`src/rtl/space_wire_stat_pkg.sv`:
```
// Shared encodings for the SpaceWire statistics access controller:
// command codes, controller FSM states and the statistics byte count.
package space_wire_stat_pkg;

  localparam int STAT_BYTES = 8;

  typedef enum logic [1:0] {
    CMD_INVALID = 2'b00,
    CMD_SNAP    = 2'b01,
    CMD_READ    = 2'b10,
    CMD_CLEAR   = 2'b11
  } cmd_e;

  typedef enum logic [1:0] {
    ST_IDLE,
    ST_EXEC,
    ST_GUARD,
    ST_ACK
  } state_e;

endpackage

```
`src/rtl/space_wire_stat_arb.sv`:
```
// Two-way round-robin arbiter; the last-grant pointer only moves when the
// controller accepts a grant, so it reflects who was actually served.
module space_wire_stat_arb (
  input  logic clk_i,
  input  logic rst_ni,
  input  logic req_a_i,
  input  logic req_b_i,
  input  logic accept_i,
  output logic grant_b_o,
  output logic last_b_o
);

  logic last_b_q;

  // B wins a tie only when A was the previous winner.
  assign grant_b_o = req_b_i & (~req_a_i | ~last_b_q);
  assign last_b_o  = last_b_q;

  always_ff @(posedge clk_i or negedge rst_ni) begin
    if (!rst_ni) begin
      last_b_q <= 1'b1;
    end else if (accept_i) begin
      last_b_q <= grant_b_o;
    end
  end

endmodule

```
`src/rtl/space_wire_stat_ctrl.sv`:
```
// Statistics access controller: serves SNAP / READ / CLEAR requests from two
// four-phase requesters, holding a private snapshot of the live stat bytes.
module space_wire_stat_ctrl
  import space_wire_stat_pkg::*;
#(
  parameter int CLEAR_GUARD = 2
) (
  input  logic       i_clk,
  input  logic       i_reset_n,
  input  logic       i_req_a,
  input  logic       i_req_b,
  input  logic [1:0] i_cmd_a,
  input  logic [1:0] i_cmd_b,
  input  logic [2:0] i_addr_a,
  input  logic [2:0] i_addr_b,
  input  logic [7:0] i_stat_info_0,
  input  logic [7:0] i_stat_info_1,
  input  logic [7:0] i_stat_info_2,
  input  logic [7:0] i_stat_info_3,
  input  logic [7:0] i_stat_info_4,
  input  logic [7:0] i_stat_info_5,
  input  logic [7:0] i_stat_info_6,
  input  logic [7:0] i_stat_info_7,
  output logic       o_ack_a,
  output logic       o_ack_b,
  output logic [7:0] o_rdata,
  output logic       o_err,
  output logic       o_stat_clear,
  output logic       o_snap_valid
);

  localparam logic [3:0] GUARD_INIT = 4'(CLEAR_GUARD);

  state_e     state_q;
  cmd_e       cmd_q;
  cmd_e       cmd_d;
  logic [2:0] addr_q;
  logic [2:0] addr_d;
  logic       sel_b_q;
  logic [3:0] guard_q;
  logic [7:0] snap_q [STAT_BYTES];
  logic [7:0] stat_info [STAT_BYTES];
  logic       ack_a_q, ack_b_q, err_q, stat_clear_q, snap_valid_q;
  logic [7:0] rdata_q;
  logic       any_req, accept, grant_b, last_b, sel_req;

  assign stat_info[0] = i_stat_info_0;
  assign stat_info[1] = i_stat_info_1;
  assign stat_info[2] = i_stat_info_2;
  assign stat_info[3] = i_stat_info_3;
  assign stat_info[4] = i_stat_info_4;
  assign stat_info[5] = i_stat_info_5;
  assign stat_info[6] = i_stat_info_6;
  assign stat_info[7] = i_stat_info_7;

  assign any_req = i_req_a | i_req_b;
  assign accept  = (state_q == ST_IDLE) & any_req;
  assign cmd_d   = cmd_e'(grant_b ? i_cmd_b : i_cmd_a);
  assign addr_d  = grant_b ? i_addr_b : i_addr_a;
  assign sel_req = sel_b_q ? i_req_b : i_req_a;

  space_wire_stat_arb u_arb (
    .clk_i     (i_clk),
    .rst_ni    (i_reset_n),
    .req_a_i   (i_req_a),
    .req_b_i   (i_req_b),
    .accept_i  (accept),
    .grant_b_o (grant_b),
    .last_b_o  (last_b)
  );

  // Ack rises one cycle after entering ACK and falls once the served
  // requester releases its request; the clear pulse is registered so it
  // coincides exactly with the EXEC cycle of a CLEAR.
  always_ff @(posedge i_clk or negedge i_reset_n) begin
    if (!i_reset_n) begin
      state_q      <= ST_IDLE;
      cmd_q        <= CMD_INVALID;
      addr_q       <= '0;
      sel_b_q      <= 1'b0;
      guard_q      <= '0;
      ack_a_q      <= 1'b0;
      ack_b_q      <= 1'b0;
      err_q        <= 1'b0;
      rdata_q      <= '0;
      stat_clear_q <= 1'b0;
      snap_valid_q <= 1'b0;
      for (int i = 0; i < STAT_BYTES; i++) snap_q[i] <= '0;
    end else begin
      case (state_q)
        ST_IDLE: begin
          if (any_req) begin
            state_q      <= ST_EXEC;
            sel_b_q      <= grant_b;
            cmd_q        <= cmd_d;
            addr_q       <= addr_d;
            rdata_q      <= '0;
            err_q        <= 1'b0;
            stat_clear_q <= (cmd_d == CMD_CLEAR);
          end
        end
        ST_EXEC: begin
          stat_clear_q <= 1'b0;
          case (cmd_q)
            CMD_SNAP: begin
              for (int i = 0; i < STAT_BYTES; i++) snap_q[i] <= stat_info[i];
              snap_valid_q <= 1'b1;
              state_q      <= ST_ACK;
            end
            CMD_READ: begin
              rdata_q <= snap_valid_q ? snap_q[addr_q] : 8'h00;
              state_q <= ST_ACK;
            end
            CMD_CLEAR: begin
              for (int i = 0; i < STAT_BYTES; i++) snap_q[i] <= '0;
              snap_valid_q <= 1'b0;
              guard_q      <= GUARD_INIT;
              state_q      <= ST_GUARD;
            end
            default: begin
              err_q   <= 1'b1;
              state_q <= ST_ACK;
            end
          endcase
        end
        ST_GUARD: begin
          guard_q <= guard_q - 4'd1;
          if (guard_q <= 4'd1) state_q <= ST_ACK;
        end
        ST_ACK: begin
          if (!ack_a_q && !ack_b_q) begin
            ack_a_q <= ~sel_b_q;
            ack_b_q <= sel_b_q;
          end else if (!sel_req) begin
            ack_a_q <= 1'b0;
            ack_b_q <= 1'b0;
            state_q <= ST_IDLE;
          end
        end
        default: state_q <= ST_IDLE;
      endcase
    end
  end

  assign o_ack_a      = ack_a_q;
  assign o_ack_b      = ack_b_q;
  assign o_rdata      = rdata_q;
  assign o_err        = err_q;
  assign o_stat_clear = stat_clear_q;
  assign o_snap_valid = snap_valid_q;

  logic unused_last;
  assign unused_last = last_b;

endmodule

```
`config.mk`:
```
export PLATFORM = sky130hd
export DESIGN_NAME = space_wire_stat_ctrl
export DESIGN_NICKNAME = d
export VERILOG_FILES = /design/src/rtl/space_wire_stat_pkg.sv /design/src/rtl/space_wire_stat_arb.sv /design/src/rtl/space_wire_stat_ctrl.sv
export SDC_FILE = /design/constraint.sdc
export NUM_CORES = 1
export LEC_CHECK = 0
export BUFFER_PORTS_ARGS = -buffer_cell sky130_fd_sc_hd__buf_2
export CORE_MARGIN = 3
export CORE_UTILIZATION = 45
export CTS_BUF_LIST = sky130_fd_sc_hd__clkbuf_2 sky130_fd_sc_hd__clkbuf_4 sky130_fd_sc_hd__clkbuf_8
export DETAILED_ROUTE_END_ITERATION = 6
export HOLD_SLACK_MARGIN = 0.15
export PLACE_DENSITY = 0.72
export SETUP_SLACK_MARGIN = 0.5
export SLEW_MARGIN = 40
export SYNTH_ARGS = -nofsm -noshare
export SYNTH_HDL_FRONTEND = slang
export SYNTH_SLANG_ARGS = --single-unit
export TNS_END_PERCENT = 100
```
`constraint.sdc`:
```
create_clock -name i_clk -period 5.6 [get_ports i_clk]
set_clock_uncertainty 0.1 [all_clocks]
set_input_delay 0.28 -clock i_clk [delete_from_list [all_inputs] [get_ports i_clk]]
set_output_delay 0.28 -clock i_clk [all_outputs]
set_load 0.01 [all_outputs]
```
After elaboration in Yosys (flattened, before gate mapping)
Cells that the tools add are included.
{ "word_totals": {"input_bits": 78, "output_inout_bits": 13, "wordCells": 90, "register_bits": 90} }
{ "op_classes": {"order_cmp": 2, "n_bitwise": 8, "n_mux": 28, "n_reduce_logical": 16, "n_eq_ne": 15, "n_addsub": 1} }
{ "op_table": {"columns": ["op", "n"], "rows": [
  ["$pmux W64 S2", 1],
  ["$mux W8", 5],
  ["$bmux W8 S3", 1],
  ["$pmux W8 S2", 1],
  ["$ne A2 B2 Y1 const B", 6],
  ["$eq A2 B2 Y1 const B", 5],
  ["$mux W2", 5],
  ["$reduce_and A2 Y1", 5],
  ["$mux W1", 8],
  ["$pmux W2 S4", 1],
  ["$pmux W4 S2", 1],
  ["$pmux W1 S2", 3],
  ["$reduce_and A3 Y1", 2],
  ["$reduce_bool A2 Y1", 3],
  ["$eq A2 B1 Y1 const B", 2],
  ["$ge A4 B4 Y1 const B", 1],
  ["$le A4 B1 Y1 const B", 1],
  ["$mux W4", 1],
  ["$ne A2 B1 Y1 const B", 2],
  ["$not A3 Y4", 1],
  ["$reduce_and A4 Y1", 1],
  ["$sub A4 B1 Y4 const B", 1],
  ["$mux W3", 1],
  ["$not A1 Y1", 3],
  ["other kinds (6)", 9]
]} }

Longest topological paths before layout
{ "logic_depth": {"depth_word": 7, "ltp_mapped": 7} }

Hierarchy
Synthesis repeated with hierarchy kept, for this count alone.
{ "unflattened": {"hier_cells": 430, "area_unflattened_um2": 4485.6} }
{ "by_module_without_submodules": {"columns": ["mod", "area_each_um2", "cells_each", "n_inst", "seq_area_each_um2"], "rows": [
  ["space_wire_stat_ctrl", 4433.0, 427, 1, 2227.1],
  ["space_wire_stat_arb", 52.6, 3, 1, 26.3]
]} }

Worst setup path after synthesis
No wires, ideal clock.
{ "synth_path": {"path_type": "register -> register", "startpoint": "reg state_q[0]", "endpoint": "reg rdata_q[0], in the netlist o_rdata[0]", "setup_slack_ps": 3623, "setup_time_ps": 121, "arrival_ps": 1756, "path_stages_with_launch": 7, "path_cell_list": "dfrtp_1 > inv_1 > ha_1 > or3b_2 > o21ai_2 > nor2_1 > a22o_1"} }
{ "synth_via": {"elab_chain_len": 3, "elab_cells_between_ends": 7, "cone_classes": "eq/ne (3); mux (1); reduce/logical (3)"} }
{ "synth_lines": {"columns": ["element", "line_no", "rtl"], "rows": [
  ["start, declared", "space_wire_stat_ctrl.sv:34", "state_e state_q;"],
  ["start signal, assigned", "space_wire_stat_ctrl.sv:77", "state_q <= ST_IDLE;"],
  ["start signal, assigned", "space_wire_stat_ctrl.sv:93", "state_q <= ST_EXEC;"],
  ["start signal, assigned", "space_wire_stat_ctrl.sv:108", "state_q <= ST_ACK;"],
  ["$eq A2 B1 Y1 or $logic_not A2 Y1 (tied branches)", "space_wire_stat_ctrl.sv:90", "case (state_q)"],
  ["$ne A2 B1 Y1 (no source line) (tied with other cells)", null, null],
  ["$reduce_and A3 Y1 (no source line)", null, null],
  ["end signal, assigned", "space_wire_stat_ctrl.sv:111", "rdata_q <= snap_valid_q ? snap_q[addr_q] : 8'h00;"],
  ["end, declared", "space_wire_stat_ctrl.sv:44", "logic [7:0] rdata_q;"]
]} }
Parallel ways exist; a longest one is shown, timed or not.
A chain may end at the register's enable or synchronous reset.

Final worst setup path
{ "layout_path": {"startpoint": "reg state_q[1]", "endpoint": "reg rdata_q[0], in the netlist o_rdata[0]"} }
Same word-level chain as after synthesis.

==> results_dict.tcl <==
set metrics [dict create \
    layout-drive-gt1-share_pct 22.6 \
    io-pin-count 91 \
    tritoncts "yes" \
    clock_path_buffers 2 \
    drv_slew 0 \
    seq_area_frac_synth_pct 50.4 \
    synth_cells 429 \
    ys_seq_elements 90 \
    netlist_area_um2 4470 \
    cp_max_fo 12 \
    cts_buffers 9 \
    ir_drop_v 0.000233 \
    final_antenna_net_count 0 \
    critPathCaptureType "flip-flop" \
    antenna_found_initial 0 \
    via_per_inst 5.08 \
    synth_cell_types 38 \
    setup_slack_ns 3.26 \
    rsz0062_at_grt "false" \
    routed_wl_um 10800 \
    setup_viol 0 \
    maxCapViolCount 0 \
    synth_area_per_cell_um2 10.4 \
    regArea_um2 2250 \
    r2r_end "o_rdata[0]$_DFFE_PN0P_" \
    overflow 0 \
    hold_end "u_arb.last_b_o$_DFFE_PN1P_" \
    worstSetupPathType "flip-flop to flip-flop" \
    final_area_um2 5940 \
    relSlewSlack_pct 53.6 \
    p_per_area_nw_per_um2 468 \
    hold_ws_ns 0.173 \
    h-tree-depth 3 \
    dr.first_iter.drc_count 200 \
    cts.clk_slew.worst_paths_ns 0.09 \
    vias 3620 \
    multiInputGateArea_um2 2070 \
    r2r-start "state_q[1]$_DFFE_PN0P_" \
    fmax_ghz 0.428 \
    yosysWarnings 0 \
    required_ns 5.78 \
    stdcell_count 713 \
    place.gp.congestion 0.800 \
    rr_worst_depth 6 \
    hold_path.class "input port to flip-flop" \
    hold_depth 3 \
    arrival_ns 2.52 \
    nNetsFinal 664 \
    synth_nets 514 \
    clk_latency_ns 0.35 \
    path_buf_inv 1 \
    critPathTopFamily "simple AND/OR/NAND/NOR gates" \
    power_mw 2.78 \
    fp.dieH_um 106 \
    dp.cells 621 \
    syn2layout_area_growth_pct 33.0 \
    dr.pass1.iters 4 \
    grt_max_degree 131 \
    cp_cell_sequence "inv_1, ha_1, and3b_1, o21ai_2, nor2_1, a22o_1" \
    die_w_um 106 \
    outcome "complete, no violations" \
    holdCritStartpoint "i_req_b" \
    hold_viol 0 \
    period_share_pct 41.8 \
    cpPeakStageDelay_ns 0.51 \
    core_um2 9460 \
    dieArea_um2 11200 \
    cp_slowest_cell "nor2_1" \
    diodes 0 \
    worst_pin_slew_ns 0.692 \
    fillers 792 \
    setup-tns-final_ns 0 \
    fp-row-count 35 \
    grt_pass1_vias 3681 \
    clock_sinks 90 \
    start_kind "flip-flop" \
    port_buffers 90 \
    p_leak_nw 2.82 \
    wl_per_cell_um 15.1 \
    r2r_slack_ns 3.26 \
    grt_first_pass_wirelength_um 18100 \
    start_util_pct 47.2 \
    route.detailed.drc 0 \
    place_ws_ns 3.31 \
    grt_usage_pct 20.2 \
    dpl_cell_area_um2 4970 \
    period_minus_slack_ns 2.34 \
    cts_root_buf "clkbuf_8" \
    dp_hpwl_um 7180 \
    utilization_pct 62.8 \
]
==> placed cells by master, fill, tap and decap left out, types with 6 or more instances in the layout <==
| cell type | count |
|---|---|
| nor2_1 | 7 |
| clkbuf_8 | 11 |
| mux4_2 | 7 |
| o21ai_0 | 76 |
| buf_2 | 89 |
| nand2b_1 | 64 |
| inv_1 | 6 |
| dlygate4sd3_1 | 76 |
| nand2_1 | 78 |
| a22o_1 | 11 |
| dfrtp_1 | 88 |
| ha_1 | 7 |
| mux2_2 | 10 |
| mux4_1 | 9 |
| mux2i_1 | 6 |
==> layer usage <==
metal / share of wire [%] / vias up / global-route usage, %
met5: 0 / - / 0
met4: 1.6 / 0 / 7.31
met3: 4.8 / 17 / 3.12
met2: 49 / 91 / 32.2
met1: 45 / 1728 / 28.2
li1: - / 1784 / -
==> worst max-delay path by stage <==
stage                            from                     end  slack, ns  depth (start not counted)
2_1_floorplan  state_q[0]$_DFFE_PN0P_  o_rdata[0]$_DFFE_PN0P_       3.62                          6
5_1_grt        state_q[1]$_DFFE_PN0P_  o_rdata[0]$_DFFE_PN0P_       3.06                          6
3_5_place_dp   state_q[0]$_DFFE_PN0P_  o_rdata[5]$_DFFE_PN0P_       3.31                          6
6_report       state_q[1]$_DFFE_PN0P_  o_rdata[0]$_DFFE_PN0P_       3.26                          6
3_3_place_gp    addr_q[0]$_DFFE_PN0P_  o_rdata[3]$_DFFE_PN0P_       3.32                          3
4_1_cts        state_q[1]$_DFFE_PN0P_  o_rdata[0]$_DFFE_PN0P_       3.28                          6
==> synthesized netlist by cell type <==
cell type,instances,area [µm²]
dfstp_2,1,26.3
mux2i_1,6,60.1
mux4_1,9,236
a21boi_2,1,11.3
or3_1,2,12.5
and3b_1,1,8.76
buf_2,1,5.00
nand2_1,79,297
mux2_2,10,113
or3b_2,1,8.76
a22o_1,11,96.3
buf_12,1,20.0
a21boi_0,1,7.51
o41ai_1,1,8.76
a2bb2oi_1,1,8.76
a32oi_1,1,8.76
ha_1,7,87.6
a21oi_1,5,25.0
o21ai_0,77,385
clkbuf_1,24,90.1
a21bo_2,1,10.0
a22oi_1,1,7.51
o31ai_1,1,7.51
o2bb2ai_1,1,8.76
nand3_1,3,15.0
o21ai_2,1,8.76
buf_6,2,22.5
inv_1,6,22.5
nor2b_1,1,6.26
a31oi_1,1,6.26
buf_1,1,3.75
mux4_2,7,158
nor2_1,7,26.3
o2111ai_1,1,8.76
nand2b_1,64,400
dfrtp_1,89,2230
o211ai_1,1,7.51
nor3_1,1,5.00
==> worst reg2reg max path, cell delays in order, from the launching register on <==
cell and delay, ns:
dfrtp_1 0.43, inv_1 0.12, ha_1 0.50, and3b_1 0.25
o21ai_2 0.15, nor2_1 0.51, a22o_1 0.22
==> kinds of logic after synthesis <==
| group | after synthesis | share of synthesized area (%) |
|---|---|---|
| fa+ha+maj | 7 | 1.96 |
| compound gates | 106 | 13.8 |
| flops | 90 | 50.4 |
| simple gates | 159 | 17.4 |
| buf+inv | 35 | 3.67 |
| mux | 32 | 12.7 |
==> timing repair <==
action | CTS | global route
hold buffers | 76 | 0
gates resized for setup | 0 | 0
setup buffers | 0 | 0
endpoints found under the hold margin | 107 | 0
==> state kept, by name, indices dropped and copies added, names as in the netlist <==
signal          count
cmd_q               2
snap_q             64
o_ack_b             1
sel_b_q             1
o_stat_clear        1
o_ack_a             1
o_err               1
o_snap_valid        1
state_q             2
u_arb.last_b_o      1
guard_q             4
addr_q              3
o_rdata             8
==> report_power, final <==
group,switching [mW],leakage [nW],internal [mW]
Clock,0.218,0.110,0.240
Combinational,0.540,1.57,0.580
Sequential,0.257,1.14,0.942
Total,1.02,2.82,1.76
==> area by class of cell <==
type                       count  area share, %
sequential                    90           38.0
multi-input combinational    304           34.8
timing repair buffer         168           20.7
inverter                       6          0.379
clock buffer                  13           2.80
tap                          129           2.72
clock inverter                 3          0.674
Power figures use the tool's default switching activity.
